===== config.mk =====
export PLATFORM = sky130hd
export DESIGN_NAME = watch_set_cu
export DESIGN_NICKNAME = d
export VERILOG_FILES = /design/src/rtl/watch_pkg.sv /design/src/rtl/watch_btn_debounce.sv /design/src/rtl/watch_set_cu.sv
export SDC_FILE = /design/constraint.sdc
export NUM_CORES = 1
export LEC_CHECK = 0
export CORE_MARGIN = 2
export CORE_UTILIZATION = 60
export DETAILED_ROUTE_END_ITERATION = 10
export GPL_TIMING_DRIVEN = 0
export HOLD_SLACK_MARGIN = 0.06
export PLACE_DENSITY = 0.8
export SLEW_MARGIN = 10
export SYNTH_ARGS = -nofsm -noshare
export SYNTH_HDL_FRONTEND = slang
export SYNTH_SLANG_ARGS = --single-unit

===== constraint.sdc =====
create_clock -name clk -period 6.4 [get_ports clk]
set_input_delay 0.96 -clock clk [delete_from_list [all_inputs] [get_ports clk]]
set_output_delay 0.96 -clock clk [all_outputs]
set_load 0.1 [all_outputs]

===== src/rtl/watch_pkg.sv =====
// Shared constants for the watch control path: mode encoding and ms-per-second.
// Imported by watch_set_cu and watch_btn_debounce.
package watch_pkg;

  localparam logic [1:0] MODE_RUN  = 2'd0;
  localparam logic [1:0] MODE_HOUR = 2'd1;
  localparam logic [1:0] MODE_MIN  = 2'd2;
  localparam logic [1:0] MODE_SEC  = 2'd3;

  localparam int MS_PER_SEC = 1000;

  // Mode sequence RUN -> HOUR -> MIN -> SEC -> RUN is a plain 2-bit wrap.
  function automatic logic [1:0] next_mode(input logic [1:0] m);
    return m + 2'd1;
  endfunction

endpackage


===== src/rtl/watch_btn_debounce.sv =====
// One button: 2-flop synchronizer, ms-tick debounce counter, debounced level, rising-edge pulse.
// o_level and o_press update together, one clk after the deciding ms tick.
module watch_btn_debounce
  import watch_pkg::*;
#(
  parameter int DEBOUNCE_MS = 10
) (
  input  logic clk,
  input  logic rst,
  input  logic i_tick_1ms,
  input  logic i_btn,
  output logic o_level,
  output logic o_press
);

  localparam int CW = (DEBOUNCE_MS > 1) ? $clog2(DEBOUNCE_MS) : 1;

  logic          r_sync1;
  logic          r_sync2;
  logic [CW-1:0] r_cnt;
  logic          r_level;
  logic          r_press;
  logic          w_done;

  assign w_done = (r_cnt == CW'(DEBOUNCE_MS - 1));

  always_ff @(posedge clk) begin
    if (rst) begin
      r_sync1 <= 1'b0;
      r_sync2 <= 1'b0;
      r_cnt   <= '0;
      r_level <= 1'b0;
      r_press <= 1'b0;
    end else begin
      r_sync1 <= i_btn;
      r_sync2 <= r_sync1;
      r_press <= 1'b0;
      if (i_tick_1ms) begin
        if (r_sync2 == r_level) begin
          r_cnt <= '0;
        end else if (w_done) begin
          r_cnt   <= '0;
          r_level <= ~r_level;
          // Only the 0->1 flip is a press; releases produce no pulse.
          r_press <= ~r_level;
        end else begin
          r_cnt <= r_cnt + 1'b1;
        end
      end
    end
  end

  assign o_level = r_level;
  assign o_press = r_press;

endmodule


===== src/rtl/watch_set_cu.sv =====
// Time-set control: debounced MODE/UP buttons drive a RUN/SET_HOUR/SET_MIN/SET_SEC FSM and 1-clk up pulses.
// Optional hold-to-repeat on UP is built only when WATCH_AUTO_REPEAT_EN is defined.
module watch_set_cu
  import watch_pkg::*;
#(
  parameter int SYS_CLK_HZ  = 100_000_000,
  parameter int DEBOUNCE_MS = 10,
  parameter int HOLD_MS     = 500,
  parameter int REPEAT_MS   = 100
) (
  input  logic       clk,
  input  logic       rst,
  input  logic       i_btn_mode,
  input  logic       i_btn_up,
  output logic       o_up_sec,
  output logic       o_up_min,
  output logic       o_up_hour,
  output logic [1:0] o_mode,
  output logic       o_set_active
);

  localparam int PRESC = SYS_CLK_HZ / MS_PER_SEC;
  localparam int PW    = (PRESC > 1) ? $clog2(PRESC) : 1;

  logic [PW-1:0] r_presc;
  logic          w_tick;
  logic          w_mode_lvl;
  logic          w_mode_press;
  logic          w_up_lvl;
  logic          w_up_press;
  logic          w_rep_fire;
  logic          w_fire;
  logic          w_unused;
  logic [1:0]    r_mode;
  logic [1:0]    w_mode_nxt;
  logic          w_up_sec;
  logic          w_up_min;
  logic          w_up_hour;
  logic          r_up_sec;
  logic          r_up_min;
  logic          r_up_hour;

  assign w_tick = (r_presc == PW'(PRESC - 1));

  always_ff @(posedge clk) begin
    if (rst || w_tick) r_presc <= '0;
    else               r_presc <= r_presc + 1'b1;
  end

  watch_btn_debounce #(.DEBOUNCE_MS(DEBOUNCE_MS)) u_db_mode (
    .clk        (clk),
    .rst        (rst),
    .i_tick_1ms (w_tick),
    .i_btn      (i_btn_mode),
    .o_level    (w_mode_lvl),
    .o_press    (w_mode_press)
  );

  watch_btn_debounce #(.DEBOUNCE_MS(DEBOUNCE_MS)) u_db_up (
    .clk        (clk),
    .rst        (rst),
    .i_tick_1ms (w_tick),
    .i_btn      (i_btn_up),
    .o_level    (w_up_lvl),
    .o_press    (w_up_press)
  );

`ifdef WATCH_AUTO_REPEAT_EN
  localparam int HW = $clog2(HOLD_MS + 1);
  localparam int RW = (REPEAT_MS > 1) ? $clog2(REPEAT_MS) : 1;

  logic          r_armed;
  logic [HW-1:0] r_hold_cnt;
  logic [RW-1:0] r_rep_cnt;
  logic          w_hold_done;

  assign w_hold_done = (r_hold_cnt == HW'(HOLD_MS));
  assign w_rep_fire  = r_armed && w_tick && !w_mode_press &&
                       ((r_hold_cnt == HW'(HOLD_MS - 1)) ||
                        (w_hold_done && (r_rep_cnt == RW'(REPEAT_MS - 1))));

  // Arming happens only on a clean UP press in a SET state; a MODE press or release disarms.
  always_ff @(posedge clk) begin
    if (rst || w_mode_press || !w_up_lvl) begin
      r_armed    <= 1'b0;
      r_hold_cnt <= '0;
      r_rep_cnt  <= '0;
    end else if (w_up_press && (r_mode != MODE_RUN)) begin
      r_armed    <= 1'b1;
      r_hold_cnt <= '0;
      r_rep_cnt  <= '0;
    end else if (r_armed && w_tick) begin
      if (!w_hold_done)                           r_hold_cnt <= r_hold_cnt + 1'b1;
      else if (r_rep_cnt == RW'(REPEAT_MS - 1))   r_rep_cnt  <= '0;
      else                                        r_rep_cnt  <= r_rep_cnt + 1'b1;
    end
  end

  assign w_unused = w_mode_lvl;
`else
  assign w_rep_fire = 1'b0;
  assign w_unused   = w_mode_lvl ^ w_up_lvl;
`endif

  always_ff @(posedge clk) begin
    if (rst) r_mode <= MODE_RUN;
    else     r_mode <= w_mode_nxt;
  end

  always_comb begin
    w_mode_nxt = r_mode;
    if (w_mode_press) w_mode_nxt = next_mode(r_mode);
  end

  // MODE wins a same-clk collision, so the UP press is swallowed.
  assign w_fire = (w_up_press && !w_mode_press) || w_rep_fire;

  always_comb begin
    w_up_sec  = 1'b0;
    w_up_min  = 1'b0;
    w_up_hour = 1'b0;
    case (r_mode)
      MODE_HOUR: w_up_hour = w_fire;
      MODE_MIN:  w_up_min  = w_fire;
      MODE_SEC:  w_up_sec  = w_fire;
      default:   ;
    endcase
  end

  always_ff @(posedge clk) begin
    if (rst) begin
      r_up_sec  <= 1'b0;
      r_up_min  <= 1'b0;
      r_up_hour <= 1'b0;
    end else begin
      r_up_sec  <= w_up_sec;
      r_up_min  <= w_up_min;
      r_up_hour <= w_up_hour;
    end
  end

  assign o_up_sec     = r_up_sec;
  assign o_up_min     = r_up_min;
  assign o_up_hour    = r_up_hour;
  assign o_mode       = r_mode;
  assign o_set_active = (r_mode != MODE_RUN);

endmodule

**Word-level counts from Yosys, hierarchy flattened**

Index checks and enable logic that the tools add are counted.

- Flip-flop bits (word level): 38
- Input bits: 4
- Output and inout bits: 6
- Logic and storage cells: 52

- Add/sub/neg operators: 4
- Equality and inequality tests: 8
- Mux-type cells: 4
- Bitwise operators: 10
- Reductions and logical operators: 11

Operators by type and width:

| kind | number |
|---|---|
| $add 17x1->17 const B | 1 |
| $eq 17x17->1 const B | 1 |
| $mux 4 | 4 |
| $not 1->1 | 10 |
| $add 4x1->4 const B | 2 |
| $eq 4x4->1 const B | 2 |
| $reduce_or 4->1 | 2 |
| $reduce_and 3->1 | 2 |
| $reduce_or 2->1 | 3 |
| $eq 2x2->1 const B | 2 |
| $add 2x1->2 const B | 1 |
| $eq 1x1->1 | 2 |
| $eq 2x1->1 const B | 1 |
| $reduce_bool 2->1 | 1 |
| $logic_and 1x1->1 | 1 |
| $logic_not 1->1 | 1 |
| $logic_or 1x1->1 | 1 |

**Depth between registers and ports, before layout**

- Depth in word-level cells: 3
- Gate-level depth with buffers: 7
- Depth with buffers taken out: 6

**By module**

Synthesis repeated with hierarchy kept, for this count alone.

- Cells, all modules: 177
- Area total of the unflattened synthesis: 1794.2 µm²

By module, submodules not included:

| module | instances | cells each | area an instance (µm²) | sequential area each (µm²) |
|---|---|---|---|---|
| watch_set_cu | 1 | 109 | 1091.0 | 440.4 |
| watch_btn_debounce | 2 | 34 | 351.6 | 160.2 |

**Worst setup path before layout**

Ideal clock, no wire load.

- Path kind: register -> output
- Start point: register r_mode[0], in the netlist o_mode[0]
- End point: output o_set_active
- Arrival time: 1.977 ns
- Required time: 5.440 ns
- Path slack: 3.463 ns
- Stages on the path, launching flop included: 4
- Path buffers: 0
- Cell sequence: dfxtp_1 -> inv_1 -> ha_1 -> inv_1

- Cells in the longest elaborated chain, start to end: 1

Ends and longest elaborated chain:

| element | RTL line | text |
|---|---|---|
| start: declaration | watch_set_cu.sv:34 | `logic [1:0] r_mode;` |
| start signal: assignment | watch_set_cu.sv:107 | `else r_mode <= w_mode_nxt;` |
| $reduce_bool 2->1 | watch_set_cu.sv:146 | `assign o_set_active = (r_mode != MODE_RUN);` |
| end: declaration | watch_set_cu.sv:19 | `output logic o_set_active` |

Every way passes these cells.

**Worst setup path in the final report**

Same ends and word-level chain as after synthesis.

==> key figures <==
Clock network
  – Clk buf depth: 2
  – CTS Buf Count: 5
  – Worst skew pair latency: 340 ps
  – H-tree Lvls: 2
  – Clock slew at reported path FFs: 100 ps
  – CTS tree: built
  – Number of gates resized after CTS: 0
  – Hold buffers post-CTS: 0
  – Clock sinks: 38
  – Root buf cell: clkbuf_4
  – Setup Buffers After CTS: 0

Worst setup path
  – Worst R2R End: r_presc[13]$_SDFF_PP0_
  – CP startpoint kind: flip-flop
  – Worst r2r src: r_presc[13]$_SDFF_PP0_
  – Max FO, Critical Path: 5
  – Reg2Reg Depth: 6
  – CP Data Required Time: 5440 ps
  – Reg2Reg Setup Slack: 4140 ps
  – CP Class: reg -> out
  – CP endpoint kind: primary output
  – Worst EP arrival: 2230 ps

Yosys
  – Area leader, netlist: dfxtp_1
  – Post-Syn Instances: 183
  – Area of the mapped netlist: 0.00171 mm2
  – Synth Register Bits: 38
  – Largest cells by area after synthesis: dfxtp_1, xnor2_1, ha_1
  – Top post-synthesis cells by count: dfxtp_1, nor2_1, xnor2_1, nand2_1, inv_1
  – Predominant post-synthesis flop cell: dfxtp_1
  – Ys async rst share: 0%
  – Register area share after synthesis: 44.5%
  – Syn nets: 196
  – Mean Syn Cell Area: 9.35 um2
  – Synth top area share: 44.5%
  – Post-synth EDFFs: 0
  – Synth unique cells: 39
  – Cell with the most instances after synthesis: dfxtp_1
  – Synth warn: 0

STA
  – Slew margin rel.: 35.2%
  – Tcrit/Tclk final: 49.8%
  – FMAX: 314 MHz
  – Max Transition Viols Final: 0
  – Tmin final: 3190 ps
  – RSZ-0062 raised after global routing: false
  – Worst Skew: 8.62 ps
  – Fin. Hold Viols: 0
  – Final Setup Violations: 0
  – Slew of the pin with the lowest slew margin: 969 ps
  – Setup total negative slack: 0 ps

Route
  – Drt pass-1 iters: 4
  – Drt wl/cell: 13.2 um
  – ANT nets after route: 0
  – Post-Route WL: 3.03 mm
  – Via/cell ratio: 5.80
  – Initial drt markers: 48
  – Drt drc: 0
  – Via count: 1333

Placed design
  – Detailed placement HPWL: 2.20 mm
  – PortBufs: 9
  – Cells after DPL: 223
  – GPL Wtd Cong: 0.809

Pwr
  – Lkg Pwr: 0.638 nW
  – Tot Pwr: 0.367 mW
  – Peak VDD IR: 175 uV
  – P per Cell Area: 195 mW/mm2

Layout
  – Area Growth Syn to Fin: 10.2%
  – Net count, final: 212
  – Finished Layout Cells: 230
  – Antenna cells: 0
  – Share of layout cells above drive strength 1: 7.54%

Min path
  – Hold path startpoint: u_db_up.r_sync1$_SDFF_PP0_
  – Hold depth: 1
  – Worst Hold Class: reg -> reg
  – Worst Hold End: u_db_up.r_sync2$_SDFF_PP0_

Die
  – Die H: 57.4 um
  – # rows: 19
  – Die X: 57.4 um
  – I/O pins: 10
  – Core area: 0.00273 mm2
  – Initial Utilization: 62.6%
  – Die footprint: 0.00329 mm2

Status
  – Status: finished, final reports clean

Global route
  – First-pass GRT wire length: 5.67 mm
  – Initial antenna violation count: 0
  – Total grt overflow: 0
  – Vias in the first global route: 1379
  – Overall routing resource usage: 22.2%
  – Met2 track demand over resource: 37.5%
  – Most Crowded Layer GR: met2
  – Met1 Usage GRT: 25.0%
  – Grt met3 use: 5.22%
  – Largest net degree at the start of global routing: 11

Job
  – Max-cap violations: 0
[stage by stage]
step                      hold slack [ps]  worst slack [ps]  util [%]  cell area (um2)
after global placement                430              3620      67.3             1840
after floorplan                       414              3460         -             1710
after detailed placement              451              3570      67.3             1840
after global routing                  483              3100      68.9             1880
final                                 465              3210      68.9             1880
after CTS                             470              3200      68.9             1880
[registers in the layout, indices dropped and copies added (netlist names)]
name and count:
o_mode 2, o_up_hour 1, o_up_min 1, o_up_sec 1
r_presc 17, u_db_mode.o_level 1, u_db_mode.o_press 1, u_db_mode.r_cnt 4
u_db_mode.r_sync1 1, u_db_mode.r_sync2 1, u_db_up.o_level 1, u_db_up.o_press 1
u_db_up.r_cnt 4, u_db_up.r_sync1 1, u_db_up.r_sync2 1
[critical path: stages (launching register included)]
cell,delay [ps]
dfxtp_1,420
inv_1,90
ha_1,210
inv_1,50
clkdlybuf4s50_1,1120
[cell families (layout without fill, tap and decap cells)]
group	count (synthesis)	in the layout	share of synthesized area (%)
simple gates	84	84	26.8
flops	38	38	44.5
compound gates	18	18	8.71
xor+xnor	17	17	8.71
buf+inv	16	32	4.10
fa+ha+maj	9	9	6.58
mux	1	1	0.585
[cell usage in the layout, fill, tap and decap left out, drive strengths merged, types with 2 or more instances in the layout]
master          n
dfxtp          38
nor2           22
xnor2          13
nand2          11
inv            10
clkbuf         10
nand3           9
ha              9
clkdlybuf4s50   9
nor4            7
nand4           5
nor3            5
a21oi           5
xor2            4
a32o            4
nor2b           4
or3             4
nor3b           3
and2            3
buf             3
nand3b          2
o211ai          2
a31o            2
o21bai          2
or4             2
o41ai           2
[metal layers]
layer	routed length, um	part of all wire (%)	vias up
met1	1330	44	626
met5	0	0	-
met3	119	3.9	8
li1	-	-	674
met4	66	2.2	0
met2	1520	50	25
[cell type report]
class | count | area [um2]
Fill cell | 216 | 850
Clock buffer | 7 | 45.0
Timing Repair Buffer | 9 | 90.1
Buffer | 6 | 32.5
Tap cell | 31 | 38.8
Sequential cell | 38 | 761
Multi-Input combinational cell | 129 | 880
Inverter | 10 | 37.5
[report_power, final]
part / switching (mW) / internal (mW) / total (mW)
Combinational: 0.00793 / 0.00500 / 0.0129
Clock: 0.0712 / 0.0414 / 0.113
Sequential: 0.00218 / 0.239 / 0.241
Total: 0.0813 / 0.286 / 0.367
[worst max-delay path by stage]
stage | start | end | slack [ps] | depth (start not counted)
floorplan | o_mode[0]$_SDFFE_PP0P_ | o_set_active | 3460 | 3
global placement | o_mode[0]$_SDFFE_PP0P_ | o_set_active | 3620 | 4
detailed placement | o_mode[0]$_SDFFE_PP0P_ | o_set_active | 3570 | 4
CTS | o_mode[0]$_SDFFE_PP0P_ | o_set_active | 3200 | 4
global route | o_mode[0]$_SDFFE_PP0P_ | o_set_active | 3100 | 4
finish | o_mode[0]$_SDFFE_PP0P_ | o_set_active | 3210 | 4
No activity file was read; power rests on OpenSTA's default activity.
